===== config.mk =====
export PLATFORM = sky130hd
export DESIGN_NAME = mem_req_unit
export DESIGN_NICKNAME = d
export VERILOG_FILES = /design/src/rtl/mem_req_unit.sv
export SDC_FILE = /design/constraint.sdc
export NUM_CORES = 1
export LEC_CHECK = 0
export BUFFER_PORTS_ARGS = -buffer_cell sky130_fd_sc_hd__buf_2
export CORE_ASPECT_RATIO = 1.5
export CORE_MARGIN = 1.5
export CORE_UTILIZATION = 31
export CTS_CLUSTER_DIAMETER = 40
export DETAILED_ROUTE_END_ITERATION = 6
export PLACE_DENSITY_LB_ADDON = 0.08
export REMOVE_ABC_BUFFERS = 1
export SETUP_SLACK_MARGIN = 0.02
export SYNTH_ARGS = -nofsm -noshare
export SYNTH_HDL_FRONTEND = slang
export SYNTH_SLANG_ARGS = --single-unit

===== constraint.sdc =====
create_clock -name clk -period 4.4 [get_ports clk]
set_input_delay 0.88 -clock clk [delete_from_list [all_inputs] [get_ports clk]]
set_output_delay 0.88 -clock clk [all_outputs]
set_load 0.01 [all_outputs]

===== src/rtl/mem_req_unit.sv =====
// mem_req_unit: MEM-stage data-memory request initiator.
// Turns a pipeline load/store into a word-aligned cache request with byte
// enables and lane-replicated store data, holds it until the cache responds,
// stalls the pipeline meanwhile and captures the read word for WB.
module mem_req_unit #(
  parameter int unsigned LAT_W = 16
) (
  input  logic             clk,
  input  logic             rst,
  input  logic             req_valid,
  input  logic             req_store,
  input  logic [2:0]       req_funct3,
  input  logic [31:0]      req_addr,
  input  logic [31:0]      req_wdata,
  output logic [31:0]      data_mem_address,
  output logic             data_mem_read,
  output logic             data_mem_write,
  output logic [31:0]      data_mem_wdata,
  output logic [3:0]       data_mem_byte_enable,
  input  logic             data_mem_resp,
  input  logic [31:0]      data_mem_rdata,
  output logic [31:0]      mdrreg_out,
  output logic             stall,
  output logic             done,
  output logic             fault,
  output logic [LAT_W-1:0] last_latency
);

  typedef enum logic [1:0] {
    ST_IDLE = 2'b00,
    ST_BUSY = 2'b01,
    ST_DONE = 2'b10
  } state_e;

  localparam logic [LAT_W-1:0] LAT_MAX = {LAT_W{1'b1}};
  localparam logic [LAT_W-1:0] LAT_ONE = {{(LAT_W-1){1'b0}}, 1'b1};
  localparam logic [LAT_W-1:0] LAT_ZERO = {LAT_W{1'b0}};

  // Access size encoding taken from funct3[1:0].
  localparam logic [1:0] SZ_BYTE = 2'b00;
  localparam logic [1:0] SZ_HALF = 2'b01;
  localparam logic [1:0] SZ_WORD = 2'b10;

  // An op is illegal when misaligned for its size, when a store asks for the
  // unsigned (load-only) variants, or when the size field is the unused 11.
  function automatic logic op_illegal(input logic       store,
                                      input logic [2:0] f3,
                                      input logic [1:0] a);
    logic bad;
    bad = 1'b0;
    case (f3[1:0])
      SZ_BYTE: bad = 1'b0;
      SZ_HALF: bad = a[0];
      SZ_WORD: bad = (a != 2'b00);
      default: bad = 1'b1;
    endcase
    if (store && f3[2]) begin
      bad = 1'b1;
    end
    return bad;
  endfunction

  // Byte mask for the addressed lanes; loads use the same mask so WB can
  // pick the right bytes out of the returned word.
  function automatic logic [3:0] lane_mask(input logic [2:0] f3,
                                           input logic [1:0] a);
    logic [3:0] m;
    m = 4'b0000;
    case (f3[1:0])
      SZ_BYTE: m = 4'b0001 << a;
      SZ_HALF: m = a[1] ? 4'b1100 : 4'b0011;
      SZ_WORD: m = 4'b1111;
      default: m = 4'b0000;
    endcase
    return m;
  endfunction

  // Store data replicated across every lane so the mask alone selects the
  // bytes written; loads drive zero.
  function automatic logic [31:0] lane_data(input logic        store,
                                            input logic [2:0]  f3,
                                            input logic [31:0] d);
    logic [31:0] w;
    w = 32'h0000_0000;
    if (store) begin
      case (f3[1:0])
        SZ_BYTE: w = {4{d[7:0]}};
        SZ_HALF: w = {2{d[15:0]}};
        SZ_WORD: w = d;
        default: w = 32'h0000_0000;
      endcase
    end else begin
      w = 32'h0000_0000;
    end
    return w;
  endfunction

  // Saturating increment for the latency counter.
  function automatic logic [LAT_W-1:0] sat_inc(input logic [LAT_W-1:0] v);
    logic [LAT_W-1:0] r;
    if (v == LAT_MAX) begin
      r = LAT_MAX;
    end else begin
      r = v + LAT_ONE;
    end
    return r;
  endfunction

  state_e             state_q, state_d;
  logic [31:0]        addr_q, addr_d;
  logic               rd_q, rd_d;
  logic               wr_q, wr_d;
  logic [31:0]        wdata_q, wdata_d;
  logic [3:0]         mbe_q, mbe_d;
  logic [31:0]        mdr_q, mdr_d;
  logic [LAT_W-1:0]   lat_cnt_q, lat_cnt_d;
  logic [LAT_W-1:0]   last_lat_q, last_lat_d;

  logic               illegal_s;
  logic               fault_s;
  logic               stall_s;
  logic               done_s;

  // Legality of the op currently presented by the pipeline.
  always_comb begin
    illegal_s = op_illegal(req_store, req_funct3, req_addr[1:0]);
  end

  // Next-state, request capture, latency tracking and pipeline handshake.
  always_comb begin
    state_d    = state_q;
    addr_d     = addr_q;
    rd_d       = rd_q;
    wr_d       = wr_q;
    wdata_d    = wdata_q;
    mbe_d      = mbe_q;
    mdr_d      = mdr_q;
    lat_cnt_d  = lat_cnt_q;
    last_lat_d = last_lat_q;
    fault_s    = 1'b0;
    stall_s    = 1'b0;
    done_s     = 1'b0;

    case (state_q)
      ST_IDLE: begin
        if (req_valid) begin
          if (illegal_s) begin
            fault_s = 1'b1;
          end else begin
            stall_s   = 1'b1;
            addr_d    = {req_addr[31:2], 2'b00};
            mbe_d     = lane_mask(req_funct3, req_addr[1:0]);
            wdata_d   = lane_data(req_store, req_funct3, req_wdata);
            rd_d      = ~req_store;
            wr_d      = req_store;
            lat_cnt_d = LAT_ZERO;
            state_d   = ST_BUSY;
          end
        end else begin
          stall_s = 1'b0;
        end
      end

      ST_BUSY: begin
        stall_s = 1'b1;
        if (data_mem_resp) begin
          rd_d       = 1'b0;
          wr_d       = 1'b0;
          last_lat_d = sat_inc(lat_cnt_q);
          if (rd_q) begin
            mdr_d = data_mem_rdata;
          end else begin
            mdr_d = mdr_q;
          end
          state_d = ST_DONE;
        end else begin
          lat_cnt_d = sat_inc(lat_cnt_q);
        end
      end

      ST_DONE: begin
        done_s  = 1'b1;
        state_d = ST_IDLE;
      end

      default: begin
        rd_d    = 1'b0;
        wr_d    = 1'b0;
        state_d = ST_IDLE;
      end
    endcase
  end

  // State and request registers with synchronous active-low reset.
  always_ff @(posedge clk) begin
    if (!rst) begin
      state_q    <= ST_IDLE;
      addr_q     <= 32'h0000_0000;
      rd_q       <= 1'b0;
      wr_q       <= 1'b0;
      wdata_q    <= 32'h0000_0000;
      mbe_q      <= 4'b0000;
      mdr_q      <= 32'h0000_0000;
      lat_cnt_q  <= LAT_ZERO;
      last_lat_q <= LAT_ZERO;
    end else begin
      state_q    <= state_d;
      addr_q     <= addr_d;
      rd_q       <= rd_d;
      wr_q       <= wr_d;
      wdata_q    <= wdata_d;
      mbe_q      <= mbe_d;
      mdr_q      <= mdr_d;
      lat_cnt_q  <= lat_cnt_d;
      last_lat_q <= last_lat_d;
    end
  end

  // Output mapping.
  always_comb begin
    data_mem_address     = addr_q;
    data_mem_read        = rd_q;
    data_mem_write       = wr_q;
    data_mem_wdata       = wdata_q;
    data_mem_byte_enable = mbe_q;
    mdrreg_out           = mdr_q;
    last_latency         = last_lat_q;
    stall                = stall_s;
    done                 = done_s;
    fault                = fault_s;
  end

endmodule


==> results of run 1 <==
-- state kept, by name, indices dropped and copies added (netlist names) --
| register | count |
|---|---|
| data_mem_read | 1 |
| mdrreg_out | 32 |
| data_mem_address | 30 |
| data_mem_write | 1 |
| state_q | 2 |
| data_mem_byte_enable | 4 |
| data_mem_wdata | 32 |
| lat_cnt_q | 16 |
| last_latency | 16 |
-- final cells by class --
class	instances	area [um2]	share of cell area, %
multi-input cells	514	3000	38.2
flip-flops and latches	134	2680	34.2
repair buffers	233	1210	15.4
clock buffers	18	429	5.47
well taps	256	320	4.08
clock inverters	14	164	2.09
inverters	12	46.3	0.590
diodes	1	2.50	0.0319
-- power by group --
group	switching, uW	internal (uW)	total (uW)
clock network	598	851	1450
registers	15.1	1240	1260
logic	197	111	308
-- stage by stage --
| step | utilization [%] | hold WS (ns) | cell area [um2] | std cells |
|---|---|---|---|---|
| 3_3_place_gp | 38.0 | 0.439 | 7250 | 1149 |
| 3_5_place_dp | 38.0 | 0.443 | 7250 | 1149 |
| 4_1_cts | 41.1 | 0.453 | 7850 | 1181 |
| 6_report | 41.1 | 0.451 | 7850 | 1182 |
| 5_1_grt | 41.1 | 0.465 | 7850 | 1182 |
| 2_1_floorplan | - | 0.481 | 5710 | 660 |
-- worst max-delay path: stages --
cell and delay, ns:
buf_2 0.60, o21a_1 0.28, o22ai_4 0.10, nand2_1 0.11, o21ai_0 0.12, buf_2 0.17
-- how the worst max path moves through the flow --
stage | startpoint | to
finish | req_funct3[1] | stall
CTS | req_funct3[1] | stall
detailed placement | req_funct3[1] | stall
global route | req_funct3[1] | stall
floorplan | req_addr[1] | stall
global placement | req_funct3[1] | stall
-- cell usage after synthesis, drive strengths merged (8+ instances only) --
master  instances  area share, %
a31oi          10            1.0
buf            27            2.5
dfxtp         134             44
mux2i          21            3.5
nand4          37            3.9
nand2          78            4.9
a21oi         108            9.1
nand3b         12            1.5
nor2           11           0.68
inv            11           0.68
nand3          43            3.8
a22o            8            1.2
clkbuf         46            2.9
o21ai         106            8.8
-- cells in the final DEF, fill, tap and decap left out, types with 3 or more instances in the layout --
master / instances
a31oi_1: 10
inv_1: 10
o21ai_0: 105
a21boi_0: 3
a211o_1: 6
nand4_1: 36
nand3b_1: 12
o2bb2ai_1: 4
a21oi_1: 107
mux2i_1: 21
o21a_1: 3
inv_6: 6
dfxtp_1: 134
a22o_1: 8
clkbuf_16: 17
nand2_1: 78
clkinvlp_4: 3
buf_2: 222
xnor2_1: 7
nand3_1: 42
and3_1: 4
or4_1: 4
nor2_1: 10
buf_4: 10
-- logic make-up (layout without fill, tap and decap cells) --
logic type / after synthesis / after routing / share of synthesized area (%)
AOI/OAI and AO/OA: 269 / 269 / 25.5
and+or+nand+nor: 212 / 212 / 18.8
DFF: 134 / 134 / 44.5
buffers and inverters: 85 / 277 / 6.10
muxes: 21 / 21 / 3.48
xor gates and xnor gates: 9 / 9 / 1.31
adders and majority gates: 1 / 1 / 0.207
other: 1 / 3 / 0.0622
-- per-layer routing --
layer  share of wire [%]  up-vias  routed length [um]
met5                   0        -                   0
met4                 1.5        0                 290
met1                  43     2829                8270
met2                  49      168                9580
met3                 6.4       17                1250
li1                    -     3018                   -
==> metrics.log, run 1 <==
[metrics] final number of setup-violating endpoints: 0
[metrics] final weighted congestion in routability-driven placement: 0.747
[metrics] Sink Count: 134
[metrics] post-synthesis cell type count: 66
[metrics] antenna-violating nets left: 0
[metrics] via count normalized by instance count: 5.10
[metrics] hold-critical path endpoint: mdrreg_out[10]$_SDFFE_PN0P_
[metrics] post-route clock period utilization: 72.1%
[metrics] setup slack on the worst flop-to-flop path: 2.06 ns
[metrics] class of the most critical setup path: in -> out
[metrics] Layout Skew: 0.0140 ns
[metrics] Sum Neg Setup Slack: 0 ns
[metrics] maximum net fanout on the critical path: 34
[metrics] first-pass GRT wire length: 30700 um
[metrics] clock-pin transition on the worst setup and hold timing paths: 0.06 ns
[metrics] worst setup slack after layout: 1.23 ns
[metrics] number of enable flip-flop cells after synthesis: 0
[metrics] Syn Std Cell Area: 0.00603 mm2
[metrics] share of final-layout standard cells stronger than drive strength 1: 30.3%
[metrics] total power of the final layout: 3010 uW
[metrics] setup repair after global routing missed its margin: false
[metrics] async set or reset register ratio after synthesis: 0%
[metrics] width of the chip: 117 um
[metrics] Nets: 1017
[metrics] hold path start: mdrreg_out[10]$_SDFFE_PN0P_
[metrics] met1 track demand over resource: 22.6%
[metrics] number of detailed-routing iterations run before antenna repair: 4
[metrics] Top Ports: 225
[metrics] Max H-tree Level: 4
[metrics] M2 GR Usage: 33.0%
[metrics] critical path data arrival time: 2.29 ns
[metrics] fillers: 2066
[metrics] kind of capture point of the worst setup path: output pin
[metrics] HPWL after detailed placement: 12700 um
[metrics] hold-critical path depth: 2
[metrics] via count of the first global-routing pass: 5886
[metrics] Max clock buf depth: 2
[metrics] via count: 6032
[metrics] register area share after synthesis: 44.5%
[metrics] TritonCTS clock tree: built
[metrics] startpoint type of the worst setup path: primary input
[metrics] clock root buffer: clkbuf_16
[metrics] number of buffers inserted during clock tree synthesis: 17
[metrics] cts repair resizes: 0
[metrics] mean area per synthesized cell: 8.24 um2
[metrics] global-route congestion overflow total: 0
[metrics] remaining routing DRC violations: 0
[metrics] Top Usage Layer GRT: met2
[metrics] IR Drop Worst-Case VDD: 0.178 mV
[metrics] number of storage elements in the synthesis netlist: 134
[metrics] Yosys Warn Count: 0
[metrics] min cycle time layout: 3.17 ns
[metrics] LEAKAGE: 0.00329 uW
[metrics] clock network latency to the later pin of the worst-skew pair: 0.42 ns
[metrics] effective utilization at floorplan: 31.6%
[metrics] Post-Place Setup Slack: 1.23 ns
[metrics] Worst Reg-to-Reg Cells: 5
[metrics] post-CTS setup buffer count: 0
[metrics] Max-Slew Margin vs Limit: 46.2%
[metrics] Avg WL per Cell: 16.4 um
[metrics] P&R area growth vs syn: 30.1%
[metrics] launching point of the worst reg2reg path: lat_cnt_q[0]$_SDFFE_PN0P_
[metrics] number of rows in the core area: 62
[metrics] post-synthesis instance total: 732
[metrics] top achievable clock speed: 315 MHz
[metrics] destination of the worst register-to-register timing path: lat_cnt_q[1]$_SDFFE_PN0P_
[metrics] data required time at the worst endpoint: 3.52 ns
[metrics] Die Y: 174 um
[metrics] total detailed-routing wirelength: 19400 um
[metrics] outcome: finished clean
[metrics] final-report hold violation count: 0
[metrics] floorplan core area: 0.0191 mm2
[metrics] cts hold-fix bufs: 0
[metrics] final number of max-transition violations: 0
[metrics] maximum number of pins on one net before global-route repair: 71
[metrics] met3 Resource Use GR: 5.94%
[metrics] most frequently used flop master after synthesis: dfxtp_1
[metrics] Hold Crit Class: reg -> reg
[metrics] number of antenna violations at the first check in global routing: 1
[metrics] ratio of total power to cell area: 384 mW/mm2
[metrics] maximum capacitance violations: 0
[metrics] number of buffer cells added on primary ports: 222
[metrics] area enclosed by the die boundary: 0.0203 mm2
[metrics] slew of the pin with the lowest slew margin: 0.808 ns
[metrics] Iteration-0 DRC Markers: 320
[metrics] Global Route Usage Sum: 19.3%
(Power assumes the default switching activity.)
==> inputs of run 2 (changes only) <==
==> constraint.sdc (replaced) <==
create_clock -name clk -period 2.55 [get_ports clk]
set_input_delay 0.51 -clock clk [delete_from_list [all_inputs] [get_ports clk]]
set_output_delay 0.51 -clock clk [all_outputs]
set_load 0.01 [all_outputs]
==> run 2 against run 1 <==
Against the previous run:
- power grew 73%
- design area grew 1.8%
- clock power grew 72%
- wire length rose by 0.89%
- count of clock-buffer cells in the layout is the same
- largest power group unchanged
- sequential share of layout area shrank 0.61 points
- clock skew is 0.0050 ns lower
- final cell count is 1.1% higher
- critical path depth shrank 1
- global-route usage hardly changed
- worst hold slack got worse by 0.12 ns
==> metrics.log, run 2 (same netlist as run 1, synthesis figures left out) <==
[metrics] highest-count cells in the layout ignoring fill and taps: buf_2, dfxtp_1, a21oi_1
[metrics] global-route congestion overflow total: 0
[metrics] via count of the first global-routing pass: 5765
[metrics] final weighted congestion in routability-driven placement: 0.769
[metrics] remaining routing DRC violations: 0
[metrics] Hold Crit Class: in -> reg
[metrics] post-CTS setup buffer count: 0
[metrics] Post-Place Setup Slack: 0.467 ns
[metrics] Global Route Usage Sum: 19.3%
[metrics] post-route worst hold slack: 0.330 ns
[metrics] cts repair resizes: 0
[metrics] antenna-violating nets left: 0
[metrics] number of buffer cells added on primary ports: 222
[metrics] clock network latency to the later pin of the worst-skew pair: 0.42 ns
[metrics] Avg WL per Cell: 16.4 um
[metrics] Nets: 1029
[metrics] final number of max-transition violations: 0
[metrics] floorplan core area: 0.0191 mm2
[metrics] first-pass GRT wire length: 30700 um
[metrics] Top Ports: 225
[metrics] top achievable clock speed: 425 MHz
[metrics] number of antenna violations at the first check in global routing: 2
[metrics] clock-pin transition on the worst setup and hold timing paths: 0.06 ns
[metrics] via count normalized by instance count: 5.08
[metrics] via count: 6072
[metrics] Sum Neg Setup Slack: 0 ns
[metrics] clock root buffer: clkbuf_16
[metrics] switching power of the nets: 1400 uW
[metrics] Die Y: 174 um
[metrics] post-route clock period utilization: 92.2%
[metrics] most common cell after layout, fill and taps aside: buf_2
[metrics] internal power of the cells: 3830 uW
[metrics] HPWL after detailed placement: 13100 um
[metrics] startpoint type of the worst setup path: flop
[metrics] Max stage delay cell, worst path: or3b_4
[metrics] relative contribution of the clock network to total power: 47.8%
[metrics] ratio of total power to cell area: 654 mW/mm2
[metrics] IR Drop Worst-Case VDD: 0.303 mV
[metrics] setup repair after global routing missed its margin: false
[metrics] number of buffers inserted during clock tree synthesis: 17
[metrics] Sink Count: 134
[metrics] sequential share of power: 41.5%
[metrics] critical path data arrival time: 1.84 ns
[metrics] top cell family by delay on the critical path: simple AND/OR/NAND/NOR gates
[metrics] min cycle time layout: 2.35 ns
[metrics] final-report hold violation count: 0
[metrics] Design Area, Final: 0.00799 mm2
[metrics] Max-Slew Margin vs Limit: 60.6%
[metrics] Placed Area: 0.00739 mm2
[metrics] Max H-tree Level: 4
[metrics] Switching Fraction: 26.8%
[metrics] CP cell instances: or3b_4 > a21oi_4 > nand2_1 > o21ai_0 > buf_2
[metrics] total detailed-routing wirelength: 19600 um
[metrics] outcome: finished clean
[metrics] maximum net fanout on the critical path: 10
[metrics] setup slack on the worst flop-to-flop path: 0.58 ns
[metrics] P&R area growth vs syn: 32.5%
[metrics] Max clock buf depth: 2
[metrics] Layout Skew: 0.00899 ns
[metrics] width of the chip: 117 um
[metrics] slew of the pin with the lowest slew margin: 0.585 ns
[metrics] effective utilization at floorplan: 31.6%
[metrics] maximum number of pins on one net before global-route repair: 102
[metrics] maximum capacitance violations: 0
[metrics] Iteration-0 DRC Markers: 298
[metrics] worst setup slack after layout: 0.200 ns
[metrics] LEAKAGE: 0.00337 uW
[metrics] Buf/Inv on CP: 1
[metrics] share of final-layout standard cells stronger than drive strength 1: 31.2%
[metrics] total power of the final layout: 5230 uW
[metrics] number of detailed-routing iterations run before antenna repair: 5
[metrics] Gate power share: 10.7%
[metrics] class of the most critical setup path: reg -> out
[metrics] area enclosed by the die boundary: 0.0203 mm2
[metrics] cts hold-fix bufs: 0
[metrics] data required time at the worst endpoint: 2.04 ns
[metrics] final number of setup-violating endpoints: 0
[metrics] TritonCTS clock tree: built
[metrics] CP max stage delay: 0.46 ns
[metrics] kind of capture point of the worst setup path: output pin
[metrics] number of rows in the core area: 62
run 2: final timing paths:
path,from,endpoint,depth (start not counted)
hold reg to reg,mdrreg_out[25]$_SDFFE_PN0P_,mdrreg_out[25]$_SDFFE_PN0P_,2
hold / removal,data_mem_rdata[13],mdrreg_out[13]$_SDFFE_PN0P_,3
setup / recovery,state_q[1]$_SDFFE_PN0P_,stall,5
setup reg to reg,lat_cnt_q[1]$_SDFFE_PN0P_,lat_cnt_q[12]$_SDFFE_PN0P_,5
run 2: final cells by class:
type                    count  area (um2)
diodes                      2        5.00
clock buffers              18         429
clock inverters            14         164
fillers                  2111       11100
inverters                  12        46.3
multi-input cells         514        3000
flip-flops and latches    134        2680
well taps                 256         320
repair buffers            245        1350
run 2: layer usage:
metal	share of wire [%]	global-route usage [%]
met1	43	23.4
met2	50	32.7
met3	5.9	5.14
met4	1.2	6.28
met5	0	0
run 2: tightest hold or removal path, delay by kind of cell:
kind / cells / cell delay (ns)
AND/OR/NAND/NOR: 1 / 0.04
AO/OA/AOI/OAI: 1 / 0.05
buffers and inverters: 1 / 0.09
run 2: through the flow:
step | util [%] | std cells
6_report | 41.9 | 1195
5_1_grt | 41.9 | 1195
4_1_cts | 41.9 | 1193
3_5_place_dp | 38.7 | 1161
3_3_place_gp | 38.7 | 1161
2_1_floorplan | - | 660
run 2: power groups by stage:
stage          Sequential [uW]  Clock, uW  Combinational [uW]
6_report                  2170       2500                 560
5_1_grt                   2170       2660                 618
4_1_cts                   2170       2580                 567
3_5_place_dp              2220          0                 566
3_3_place_gp              2220          0                 570
2_1_floorplan             2240          0                 224
